`src/rtl/shared_adder_arb.sv`:
```
// Round-robin arbiter that shares one WIDTH-bit adder between two requesters
// and holds each result in a one-entry response slot tagged with its source id.
module shared_adder_arb #(
  parameter int WIDTH = 8,
  parameter int CNT_W = 16
) (
  input  logic             clk,
  input  logic             rst_n,
  input  logic             ena,
  input  logic             req0_valid,
  input  logic [WIDTH-1:0] req0_a,
  input  logic [WIDTH-1:0] req0_b,
  output logic             req0_ready,
  input  logic             req1_valid,
  input  logic [WIDTH-1:0] req1_a,
  input  logic [WIDTH-1:0] req1_b,
  output logic             req1_ready,
  output logic             rsp_valid,
  input  logic             rsp_ready,
  output logic             rsp_id,
  output logic [WIDTH-1:0] rsp_sum,
  output logic             rsp_carry,
  output logic             busy,
  output logic [CNT_W-1:0] op_count
);

  typedef enum logic {
    EMPTY = 1'b0,
    FULL  = 1'b1
  } slot_state_t;

  slot_state_t      state_reg, state_next;
  logic             last_grant_reg, last_grant_next;
  logic             id_reg, id_next;
  logic [WIDTH-1:0] sum_reg, sum_next;
  logic             carry_reg, carry_next;
  logic [CNT_W-1:0] count_reg, count_next;

  logic [1:0]       req_valid;
  logic [1:0]       req_ready_vec;
  logic [WIDTH-1:0] op_a [2];
  logic [WIDTH-1:0] op_b [2];
  logic             cand;
  logic             slot_free;
  logic             grant_ok;
  logic             accept;
  logic             drain;
  logic [WIDTH:0]   sum_full;

  assign req_valid = {req1_valid, req0_valid};
  assign op_a[0]   = req0_a;
  assign op_b[0]   = req0_b;
  assign op_a[1]   = req1_a;
  assign op_b[1]   = req1_b;

  // Lone requester wins outright; under contention the one not granted last wins.
  assign cand      = req_valid[1] & (~req_valid[0] | ~last_grant_reg);
  assign drain     = (state_reg == FULL) & rsp_ready;
  assign slot_free = (state_reg == EMPTY) | rsp_ready;
  // rst_n gating keeps both readies low while reset is held.
  assign grant_ok  = rst_n & ena & slot_free;

  genvar gi;
  generate
    for (gi = 0; gi < 2; gi++) begin : g_ready
      assign req_ready_vec[gi] = grant_ok & req_valid[gi] & (cand == 1'(gi));
    end
  endgenerate

  assign req0_ready = req_ready_vec[0];
  assign req1_ready = req_ready_vec[1];
  assign accept     = |req_ready_vec;
  assign sum_full   = {1'b0, op_a[cand]} + {1'b0, op_b[cand]};

  always_comb begin
    state_next = state_reg;
    case (state_reg)
      EMPTY:   if (accept) state_next = FULL;
      FULL:    if (drain && !accept) state_next = EMPTY;
      default: state_next = EMPTY;
    endcase
  end

  always_comb begin
    last_grant_next = last_grant_reg;
    id_next         = id_reg;
    sum_next        = sum_reg;
    carry_next      = carry_reg;
    count_next      = count_reg;
    if (accept) begin
      last_grant_next = cand;
      id_next         = cand;
      sum_next        = sum_full[WIDTH-1:0];
      carry_next      = sum_full[WIDTH];
    end
    if (drain) begin
      count_next = count_reg + CNT_W'(1);
    end
  end

  always_ff @(posedge clk or negedge rst_n) begin
    if (!rst_n) begin
      state_reg      <= EMPTY;
      last_grant_reg <= 1'b1;
      id_reg         <= 1'b0;
      sum_reg        <= '0;
      carry_reg      <= 1'b0;
      count_reg      <= '0;
    end else begin
      state_reg      <= state_next;
      last_grant_reg <= last_grant_next;
      id_reg         <= id_next;
      sum_reg        <= sum_next;
      carry_reg      <= carry_next;
      count_reg      <= count_next;
    end
  end

  assign rsp_valid = (state_reg == FULL);
  assign busy      = rsp_valid;
  assign rsp_id    = id_reg;
  assign rsp_sum   = sum_reg;
  assign rsp_carry = carry_reg;
  assign op_count  = count_reg;

endmodule
```
`config.mk`:
```
export PLATFORM = sky130hd
export DESIGN_NAME = shared_adder_arb
export DESIGN_NICKNAME = d
export VERILOG_FILES = /design/src/rtl/shared_adder_arb.sv
export SDC_FILE = /design/constraint.sdc
export NUM_CORES = 1
export LEC_CHECK = 0
export CORE_UTILIZATION = 40
export CTS_BUF_LIST = sky130_fd_sc_hd__clkbuf_8
export CTS_CLUSTER_DIAMETER = 50
export CTS_CLUSTER_SIZE = 10
export DETAILED_ROUTE_END_ITERATION = 8
export GPL_ROUTABILITY_DRIVEN = 0
export PLACE_DENSITY = 0.77
export RECOVER_POWER = 25
export SLEW_MARGIN = 20
export SYNTH_ARGS = -nofsm -noshare
export SYNTH_HDL_FRONTEND = slang
export SYNTH_SLANG_ARGS = --single-unit
```
`constraint.sdc`:
```
create_clock -name clk -period 2.64 [get_ports clk]
set_input_delay 0.66 -clock clk [delete_from_list [all_inputs] [get_ports clk]]
set_output_delay 0.66 -clock clk [all_outputs]
set_load 0.01 [all_outputs]
```
Yosys cells after proc, flatten, opt, wreduce, memory -nomap -nowiden
Index checks and enable logic that the tools add are counted.
{ "totals": {"register_bits": 28, "inputBits": 38, "out_inout_bits": 30, "word_cells": 36} }
{ "classes": {"n_addsub": 2, "magnitude_cmp": 1, "mux": 9, "bitwise_logic": 15, "n_reduce_logical": 3} }
{ "ops": {"columns": ["op", "n"], "rows": [
  ["8-bit two-way mux", 6],
  ["16-bit by 1-bit adder with 16-bit output (second input constant)", 1],
  ["8-bit by 8-bit adder with 9-bit output", 1],
  ["1-bit AND", 8],
  ["1-bit inverter", 4],
  ["2-bit greater-or-equal comparator (second input constant)", 1],
  ["1-bit two-way mux", 2],
  ["1-bit inverter with 2-bit output", 1],
  ["1-bit bitwise OR", 2],
  ["1-bit one-hot mux with 2 select lines", 1],
  ["2-bit OR reduction", 1],
  ["1-bit logical AND", 1],
  ["1-bit logical NOT", 1]
]} }

Logic depth before layout (Yosys ltp)
Gate-level depths: netlist of run 1.
{ "depth": {"word_depth": 10, "depth_mapped": 9, "ltp_nobuf": 8} }

Worst setup path after synthesis of run 1
Ideal clock, no wire load.
{ "synth_path": {"kind": "input -> register", "from": "input req1_valid", "to": "register carry_reg (netlist: rsp_carry)", "setup_time_ns": 0.130, "arrival_ns": 2.855, "required_time_ns": 2.510, "path_slack_ns": -0.345, "stages": 9, "n_path_buf": 1, "cell_sequence": "a21boi_4 -> buf_4 -> mux2_1 -> ha_1 -> fa_1 -> a211oi_1 -> o21ai_1 -> a311oi_1 -> o31ai_1"} }
{ "synth_between": {"elab_chain_len": 6, "word_cells_on_any_way": 14, "classes_between": "add/sub (1); mux (6); bitwise (6); reduce/logical (1)"} }
{ "synth_lines": {"columns": ["item", "line_no", "text"], "rows": [
  ["from (decl)", "14", "input logic req1_valid,"],
  ["1-bit AND", "57", "assign cand = req_valid[1] & (~req_valid[0] | ~last_grant_reg);"],
  ["1-bit inverter with 2-bit output (implied by the code)", "73", "assign sum_full = {1'b0, op_a[cand]} + {1'b0, op_b[cand]};"],
  ["8-bit two-way mux (implied by the code) (3 in a row)", "73", null],
  ["8-bit by 8-bit adder with 9-bit output", "73", null],
  ["to (signal assigned)", "114", "carry_reg <= carry_next;"],
  ["to (decl)", "36", "logic carry_reg, carry_next;"]
]} }
Parallel ways exist; a longest one is shown, timed or not. The select of a mux whose other input is x is not followed.
A chain may end at the register's enable or synchronous reset.

Final worst setup path of run 1
{ "layout_path": {"from": "input rsp_ready", "to": "output req1_ready"} }
{ "layout_between": {"elab_chain_len": 4} }
{ "layout_lines": {"columns": ["item", "line_no", "text"], "rows": [
  ["from (decl)", "19", "input logic rsp_ready,"],
  ["1-bit bitwise OR", "59", "assign slot_free = (state_reg == EMPTY) | rsp_ready;"],
  ["1-bit AND", "61", "assign grant_ok = rst_n & ena & slot_free;"],
  ["1-bit AND (2 in a row)", "66", "assign req_ready_vec[gi] = grant_ok & req_valid[gi] & (cand == 1'(gi));"],
  ["to (decl)", "17", "output logic req1_ready,"]
]} }
No other way between the ends.

==> impl_metrics.toml, run 1 <==
[yosys]
synth.area.top_cells = "dfrtp_1 39%, ha_1 6.4%, mux2_1 5.8%"
synth_top_area_cell = "dfrtp_1"
syn-mean-instance-area_um2 = 10.8
synth-seq-area-share = 0.402
ys_ff_latch = 28
synth-edff-count = 0
synth_top_area_share = 0.387
synth.area.mux_share = 0.115
syn_inst = 162
ys_warn_count = 0
syn-cell-area_um2 = 1750
synth-compound-area-share = 0.135
synth_xor_area_frac = 0.0852
synth.top_cells.by_count = "27 x dfrtp_1, 18 x nand2_1, 12 x nor2_1, 10 x xnor2_1"
synthSimpleGateAreaFrac = 0.170
ys_async_sr_fraction = 1.00
syn_nets = 210
synth_flop_cell = "dfrtp_1"
ys_types = 45
synth.most_common_cell = "dfrtp_1"
synth_top_family_by_area = "simple AND/OR/NAND/NOR gates"
synthAdderAreaFrac = 0.0759

[placement]
portBuffers = 67
dp_hpwl_um = 3310
pre_cts_ws_ns = -0.590

[worst_setup_path]
slowest_delay_ns = 0.48
r2r_setup_slack_ns = 0.23
cp_top_family = "buffers and inverters"
crit_required_ns = 1.98
crit_chain = "clkdlybuf4s50_1 -> nand2b_4 -> and3_1 -> and2_1 -> dlygate4sd2_1"
path_max_fanout = 3
worstPathArrival_ns = 1.91
slowest_stage = "clkdlybuf4s50_1"
cp-end-kind = "output port"
crit_path_start_kind = "input port"
reg2reg_from = "last_grant_reg"
critPathLaunch = "rsp_ready"
critPathBufInv = 2
path_class = "input port to output port"

[cts]
cts_tree = "yes"
cts_hold_buf = 0
cts_root_buf = "clkbuf_8"
cts_sinks = 28
clkSlewWorstSetupHoldPaths_ns = 0.09
cts_max_level = 1
clock_latency_ns = 0.27
cts_buffers = 3
cts.path.max_buffers = 2

[global_route]
grt_max_degree = 31
antenna_found_initial = 0
grt_pass1_wl_um = 6270
grt_use_total = 0.181
grt.overflow.total = 0
grt_pass1_vias = 1395

[route]
vias = 1540
antenna_left = 0
drt-wirelength-per-cell_um = 13.3
dr.pass1.iters = 4
avgViaCountPerCell = 5.05
drt_iter0_drc = 75
wirelength_um = 4070
drc_errors = 0

[timing]
grt_setup_unrepaired = "yes"
max_slew.worst_pin.slew_ns = 0.381
clock_skew_ns = 0.00284
slew_violations = 0
setup_viol = 0
fmax_mhz = 389
period_share = 0.973
whs_ns = 0.485
relSlewSlack = 0.746
period_needed_ns = 2.57
hold_viol_final = 0
worst_slack_ns = 0.0700

[die]
num_rows = 23
initial_utilization = 0.427
core_area_um2 = 4090
die_w_um = 68.1
dieArea_um2 = 4630
die_h_um = 68.1
io_pins = 68

[layout]
n_antenna_cell = 0
num-nets-final = 304
drive_above_1_share = 0.208
syn2layout_area_growth_pct = 57.5
largest_reg_flops = 16
final_util = 0.673

[worst_hold_path]
hold_class = "flip-flop to flip-flop"
worstHoldStart = "op_count[15]"

[power]
power.leakage_nw = 1.24
power_density_nw_per_um2 = 564
ir_worst_vdd_uv = 399

[status]
outcome = "complete, no violations"

[flow_run]
max_cap_violations = 0
## kinds of logic after synthesis
family / Yosys count
AOI/OAI and AO/OA: 29
xor gates and xnor gates: 17
adders and majority gates: 10
buffers and inverters: 6
DFF: 28
muxes: 18
and+or+nand+nor: 54
## worst paths after layout
path,end,depth (start not counted)
min reg2reg,op_count[15],1
min in group asynchronous,op_count[1],2
min,op_count[15],1
max,req1_ready,5
max reg2reg,rsp_sum[6],9
max in group asynchronous,last_grant_reg,2
## timing repair
| item | in CTS | in global routing |
|---|---|---|
| setup endpoints to repair | 8 | 3 |
| cloned | 0 | 0 |
| pin swaps | 8 | 2 |
| setup buffers | 2 | 0 |
| resized for setup | 13 | 2 |
## layer usage
layer | track usage | wire (um)
met1 | 0.255 | 1910
met2 | 0.281 | 1980
met3 | 0.0383 | 152
met4 | 0.0443 | 27
met5 | 0 | 0
## power by group
part | leakage (nW) | internal, W | total [W] | switching (W)
logic | 0.851 | 0.000419 | 0.000703 | 0.000284
clock network | 0.0269 | 0.000104 | 0.000230 | 0.000125
registers | 0.362 | 0.000522 | 0.000618 | 0.0000965
## cell type report
class                      instances  area (um^2)
inverter                           3         11.3
clock buffer                       3         41.3
fill                             348         1340
tap                               50         62.6
multi-input combinational        128         1070
sequential                        28          702
timing repair buffer              92          865
clock inverter                     1         3.75
## cell usage in the layout (no fill, tap or decap), types with 2 or more instances in the layout
cell,instances
o21ai_0,2
nor2_1,12
buf_4,23
clkbuf_8,3
buf_6,2
dfrtp_1,27
nand2_1,18
ha_1,8
o21ai_1,3
a21oi_1,3
and3_1,3
clkdlybuf4s15_1,3
inv_1,4
a21o_1,3
mux2_1,6
nand3_1,6
mux2_4,4
xnor2_1,10
xor2_1,7
o31ai_1,3
nand4_1,3
a211o_1,2
clkdlybuf4s50_1,62
mux2_2,7
## through the flow
| stage | power [W] | cell area, um^2 | TNS [ns] | cells |
|---|---|---|---|---|
| after floorplan | 0.000942 | 1780 | -0.256 | 162 |
| after global placement | 0.00130 | 2680 | -3.54 | 300 |
| after detailed placement | 0.00132 | 2680 | -3.93 | 300 |
| after CTS | 0.00156 | 2740 | 0 | 305 |
| after global routing | 0.00165 | 2750 | -0.000106 | 305 |
| final | 0.00155 | 2750 | 0 | 305 |
(Power assumes the default switching activity.)
==> inputs of run 2 (changes only) <==
PLACE_DENSITY = 0.74   (was 0.77)
clock period = 3 ns   (was 2.64 ns; I/O delays follow)
==> run 2 against run 1 <==
  * Clock-buffer cell count unchanged
  * Hold slack better by 0.0016 ns
  * Combinational power down 5.0%
  * Global-route usage up 0.98 points
  * Sequential share of layout area down 1.1 points
  * Via count up 1.6%
  * Highest routed layer unchanged
  * Flip-flop and latch count unchanged
  * Critical path type is now input port to flip-flop
  * Cell area up 4.6%
  * Clock power up 33%
  * Critical endpoint is now rsp_sum[5]
==> impl_metrics.toml, run 2 (synthesis results as in run 1) <==
[status]
outcome = "complete, no violations"

[layout]
num-nets-final = 312
n_antenna_cell = 0
syn2layout_area_growth_pct = 64.8
fillers = 303
drive_above_1_share = 0.247
multi_input_area_um2 = 1100
final_util = 0.704
largest_reg_flops = 16
layout_commonest_cell = "clkdlybuf4s50_1"
area.sequential_um2 = 702
final_cell_mix = "62 x clkdlybuf4s50_1, 30 x buf_4, 27 x dfrtp_1, 18 x nand2_1, 12 x nor2_1"

[timing]
period_share = 0.920
tns_ns = 0
slew_violations = 0
fmax_mhz = 362
period_needed_ns = 2.76
worst_slack_ns = 0.240
max_slew.worst_pin.slew_ns = 0.393
clock_skew_ns = 0.00442
hold_viol_final = 0
setup_viol = 0
grt_setup_unrepaired = "no"
relSlewSlack = 0.738

[power]
power_density_nw_per_um2 = 527
power.leakage_nw = 1.30
ir_worst_vdd_uv = 295

[placement]
pre_cts_ws_ns = -0.380
portBuffers = 67
dp_hpwl_um = 3450

[worst_setup_path]
crit_required_ns = 3.22
worstPathArrival_ns = 2.98
path_class = "input port to flip-flop"
cp-end-kind = "flip-flop"
crit_path_start_kind = "input port"
path_max_fanout = 5
slowest_stage = "or4_4"
slowest_delay_ns = 0.51
crit_top_cell = "buf_4"
crit_chain = "dlymetal6s2s_1 -> a21boi_4 -> buf_4 -> buf_6 -> buf_4 -> mux2_2 -> ha_4 -> o21a_1 -> a21oi_2 -> or4_4 -> nand3_1"

[cts]
cts_tree = "yes"
cts_max_level = 1
cts.path.max_buffers = 2
cts_buffers = 3
cts_root_buf = "clkbuf_8"
cts_sinks = 28
clkSlewWorstSetupHoldPaths_ns = 0.10
cts_hold_buf = 0
clock_latency_ns = 0.28

[die]
core_area_um2 = 4090
io_pins = 68
dieArea_um2 = 4630
die_h_um = 68.1
die_w_um = 68.1
initial_utilization = 0.427
num_rows = 23

[worst_hold_path]
hold_class = "flip-flop to flip-flop"

[route]
avgViaCountPerCell = 5.00
drc_errors = 0
wirelength_um = 4350
dr.pass1.iters = 4
drt_iter0_drc = 48
vias = 1564
antenna_left = 0
drt-wirelength-per-cell_um = 13.9

[global_route]
grt.overflow.total = 0
grt_pass1_wl_um = 6580
grt_max_degree = 31
grt_use_total = 0.191
grt_pass1_vias = 1455
antenna_found_initial = 0

[flow_run]
max_cap_violations = 0
[run 2: changes by cell type in the layout (fill, tap and decap cells not counted), moves of 2 or more]
| cell | change |
|---|---|
| clkdlybuf4s15_1 | -3 |
| dlymetal6s2s_1 | +2 |
| buf_4 | +7 |
| mux2_1 | +3 |
| ha_4 | +2 |
| mux2_4 | -2 |
| ha_1 | -3 |
[run 2: path summary, 6_finish.rpt]
path,endpoint,startpoint,slack (ns),cells after the start
max,rsp_sum[5],req0_valid,0.24,11
min,op_count[15],op_count[15],0.49,1
max reg2reg,rsp_carry,last_grant_reg,0.42,9
min reg2reg,op_count[15],op_count[15],0.49,1
max in group asynchronous,last_grant_reg,rst_n,1.68,2
min in group asynchronous,op_count[1],rst_n,1.00,2
[run 2: power breakdown]
group	leakage [nW]	switching (W)	internal (W)
registers	0.362	0.0000829	0.000459
clock network	0.0357	0.000127	0.000179
logic	0.906	0.000269	0.000400
total	1.30	0.000478	0.00104
[run 2: what timing repair did]
item | in CTS | in global routing
pin swaps | 2 | 11
resized for setup | 7 | 14
setup buffers | 0 | 5
endpoints found under the setup margin | 6 | 5
[run 2: critical path: cells and delay by family]
family / cells / cell delay [ns]
AND/OR/NAND/NOR: 2 / 0.61
buffers and inverters: 4 / 0.51
AO/OA/AOI/OAI: 3 / 0.45
multiplexers: 1 / 0.35
adder cells (fa/ha/maj): 1 / 0.29
[run 2: metrics by stage]
stage,hold WS [ns],power (W),cell area [um^2],instances
final,0.487,0.00152,2880,313
after CTS,0.494,0.00148,2760,308
after floorplan,0.454,0.000822,1760,162
after global routing,0.519,0.00160,2880,313
after global placement,0.459,0.00115,2680,304
after detailed placement,0.468,0.00116,2680,304
[run 2: cell type report]
type                       count  share of cell area
inverter                       3             0.00391
multi-input combinational    128               0.382
sequential                    28               0.244
timing repair buffer         100               0.324
clock inverter                 1              0.0104
tap                           50              0.0217
clock buffer                   3              0.0143
[run 2: layer usage]
metal | wire [um] | GRT usage | up-vias
li1 | - | - | 786
met1 | 1960 | 0.249 | 739
met2 | 2230 | 0.331 | 35
met3 | 113 | 0.0200 | 4
met4 | 45 | 0.0547 | 0
met5 | 0 | 0 | -
==> inputs of run 3 (changes only) <==
MAX_ROUTING_LAYER = met4   (was unset)
clock period = 3.2 ns   (was 3 ns; I/O delays follow)
==> run 3 against run 2 <==
  * Sequential power is 5.9% lower
  * Worst setup slack got worse by 0.11 ns
  * Clock power down 36%
  * Hold slack got worse by 0.013 ns
  * Combinational power down 16%
  * Core utilization is 4.7 points lower
  * Clock skew decreased by 0.0014 ns
  * Sequential share of layout area rose by 1.7 points
  * Final cell count shrank 3.5%
  * Routed wire length fell by 3.9%
  * First-iteration DRC count increased by 54%
  * Largest power group unchanged
==> impl_metrics.toml, run 3 (synthesis results as in run 1) <==
[worst_setup_path]
worstPathArrival_ns = 3.26
r2r_setup_slack_ns = 0.78
crit_chain = "clkdlybuf4s50_1 -> a21boi_4 -> buf_6 -> buf_4 -> mux2_2 -> ha_1 -> o21a_1 -> a211oi_2 -> or3_1 -> a31oi_1"
slowest_stage = "clkdlybuf4s50_1"
slowest_delay_ns = 0.48
reg2reg_from = "last_grant_reg"
r2r_cells = 8
crit_required_ns = 3.39
cp-end-kind = "flip-flop"
crit_path_start_kind = "input port"
critPathBufInv = 3
path_max_fanout = 5
cp_top_family = "buffers and inverters"
path_class = "input port to flip-flop"
r2r-end = "rsp_sum[6]"

[die]
dieArea_um2 = 4630
die_h_um = 68.1
io_pins = 68
die_w_um = 68.1
initial_utilization = 0.427
core_area_um2 = 4090
num_rows = 23

[global_route]
grt_use_total = 0.204
antenna_found_initial = 0
top_usage_layer = "met2"
met3_usage = 0.0300
grt_pass1_wl_um = 6800
grt_max_degree = 31
use_met1 = 0.262
grt_util_met2 = 0.346
grt.overflow.total = 0
grt_pass1_vias = 1463

[cts]
clkSlewWorstSetupHoldPaths_ns = 0.09
cts_root_buf = "clkbuf_8"
clock_latency_ns = 0.27
cts_tree = "yes"
post_cts_buffers = 0
cts_buffers = 3
cts_hold_buf = 0
cts.path.max_buffers = 2
cts_sinks = 28
cts_max_level = 1

[worst_hold_path]
holdPathStages = 1
worstHoldStart = "op_count[15]"
hold_class = "flip-flop to flip-flop"
min_to = "op_count[15]"

[layout]
drive_above_1_share = 0.175
num-nets-final = 301
final_cell_mix = "64 x clkdlybuf4s50_1, 27 x dfrtp_1, 21 x buf_4, 18 x nand2_1, 12 x nor2_1"
n_antenna_cell = 0
largest_reg_flops = 16
syn2layout_area_growth_pct = 53.8
stdcell_area_um2 = 2690
layout_commonest_cell = "clkdlybuf4s50_1"
fin_cells = 302
final_util = 0.657

[timing]
clock_skew_ns = 0.00301
slew_violations = 0
relSlewSlack = 0.736
grt_setup_unrepaired = "yes"
max_slew.worst_pin.slew_ns = 0.396
worst_slack_ns = 0.132
period_needed_ns = 3.07
setup_viol = 0
period_share = 0.959
hold_viol_final = 0
fmax_mhz = 326

[status]
outcome = "complete, no violations"

[route]
drt_iter0_drc = 74
drc_errors = 0
vias = 1536
antenna_left = 0
dr.pass1.iters = 4
drt-wirelength-per-cell_um = 13.9
avgViaCountPerCell = 5.09
wirelength_um = 4180

[placement]
portBuffers = 67
pre_cts_ws_ns = -0.241
dp_cells = 298
dpl_cell_area_um2 = 2630
dp_hpwl_um = 3410

[power]
clockPowerShare = 0.154
sequentialPowerShare = 0.404
ir_worst_vdd_uv = 342
power_frac_comb = 0.442
power.leakage_nw = 1.22
p_int_w = 0.000845
total_power_w = 0.00126
power_density_nw_per_um2 = 470
power_switching_w = 0.000417
swShare = 0.330

[flow_run]
max_cap_violations = 0
## run 3: cell count changes in the layout (fill, tap and decap cells not counted), moves of 2 or more
cell | previous run | this run
buf_4 | 30 | 21
ha_4 | 3 | 0
mux2_2 | 6 | 8
mux2_4 | 2 | 0
ha_1 | 5 | 9
clkdlybuf4s50_1 | 62 | 64
buf_6 | 3 | 1
## run 3: layout make-up
type,count,area (um^2)
Multi-Input combinational cell,128,1020
Sequential cell,28,702
Timing Repair Buffer,89,841
Fill cell,343,1400
Clock buffer,3,41.3
Inverter,3,11.3
Tap cell,50,62.6
Clock inverter,1,3.75
## run 3: repair_timing
action                     in CTS  in global routing
pin swaps                       0                  1
resized for setup               1                  4
setup endpoints to repair       1                  4
## run 3: power groups by stage
stage / sequential, W / clock (W) / combinational, W
6_report: 0.000510 / 0.000194 / 0.000558
5_1_grt: 0.000522 / 0.000215 / 0.000611
4_1_cts: 0.000511 / 0.000202 / 0.000558
3_5_place_dp: 0.000517 / 0 / 0.000555
3_3_place_gp: 0.000516 / 0 / 0.000546
2_1_floorplan: 0.000536 / 0 / 0.000231
## run 3: how the worst max path moves through the flow
stage	from	endpoint	slack, ns	cells past startpoint
after floorplan	req1_valid	rsp_carry	0.08	9
after global placement	req1_valid	rsp_carry	-0.22	9
after detailed placement	req1_valid	rsp_carry	-0.24	9
after CTS	req1_valid	rsp_carry	0.04	9
after global routing	req1_valid	rsp_sum[6]	-0.0006	9
final	req1_valid	rsp_sum[7]	0.13	10
## run 3: metal layers
metal  routed length [um]  part of all wire
met1                 1880              0.45
met5                    0                 0
met3                  147             0.035
met4                   27            0.0065
met2                 2120              0.51
## run 3: worst reg2reg max path: cells and delay by family (launching register included)
family	cells	cell delay [ns]
fa+ha+maj	2	0.63
flops	1	0.58
mux	1	0.32
compound gates	4	0.65
simple gates	1	0.17
## run 3: through the flow
stage               hold slack (ns)   TNS (ns)
floorplan                     0.504          0
global placement              0.460     -0.602
finish                        0.474          0
global route                  0.499  -0.000639
CTS                           0.483          0
detailed placement            0.464     -0.835
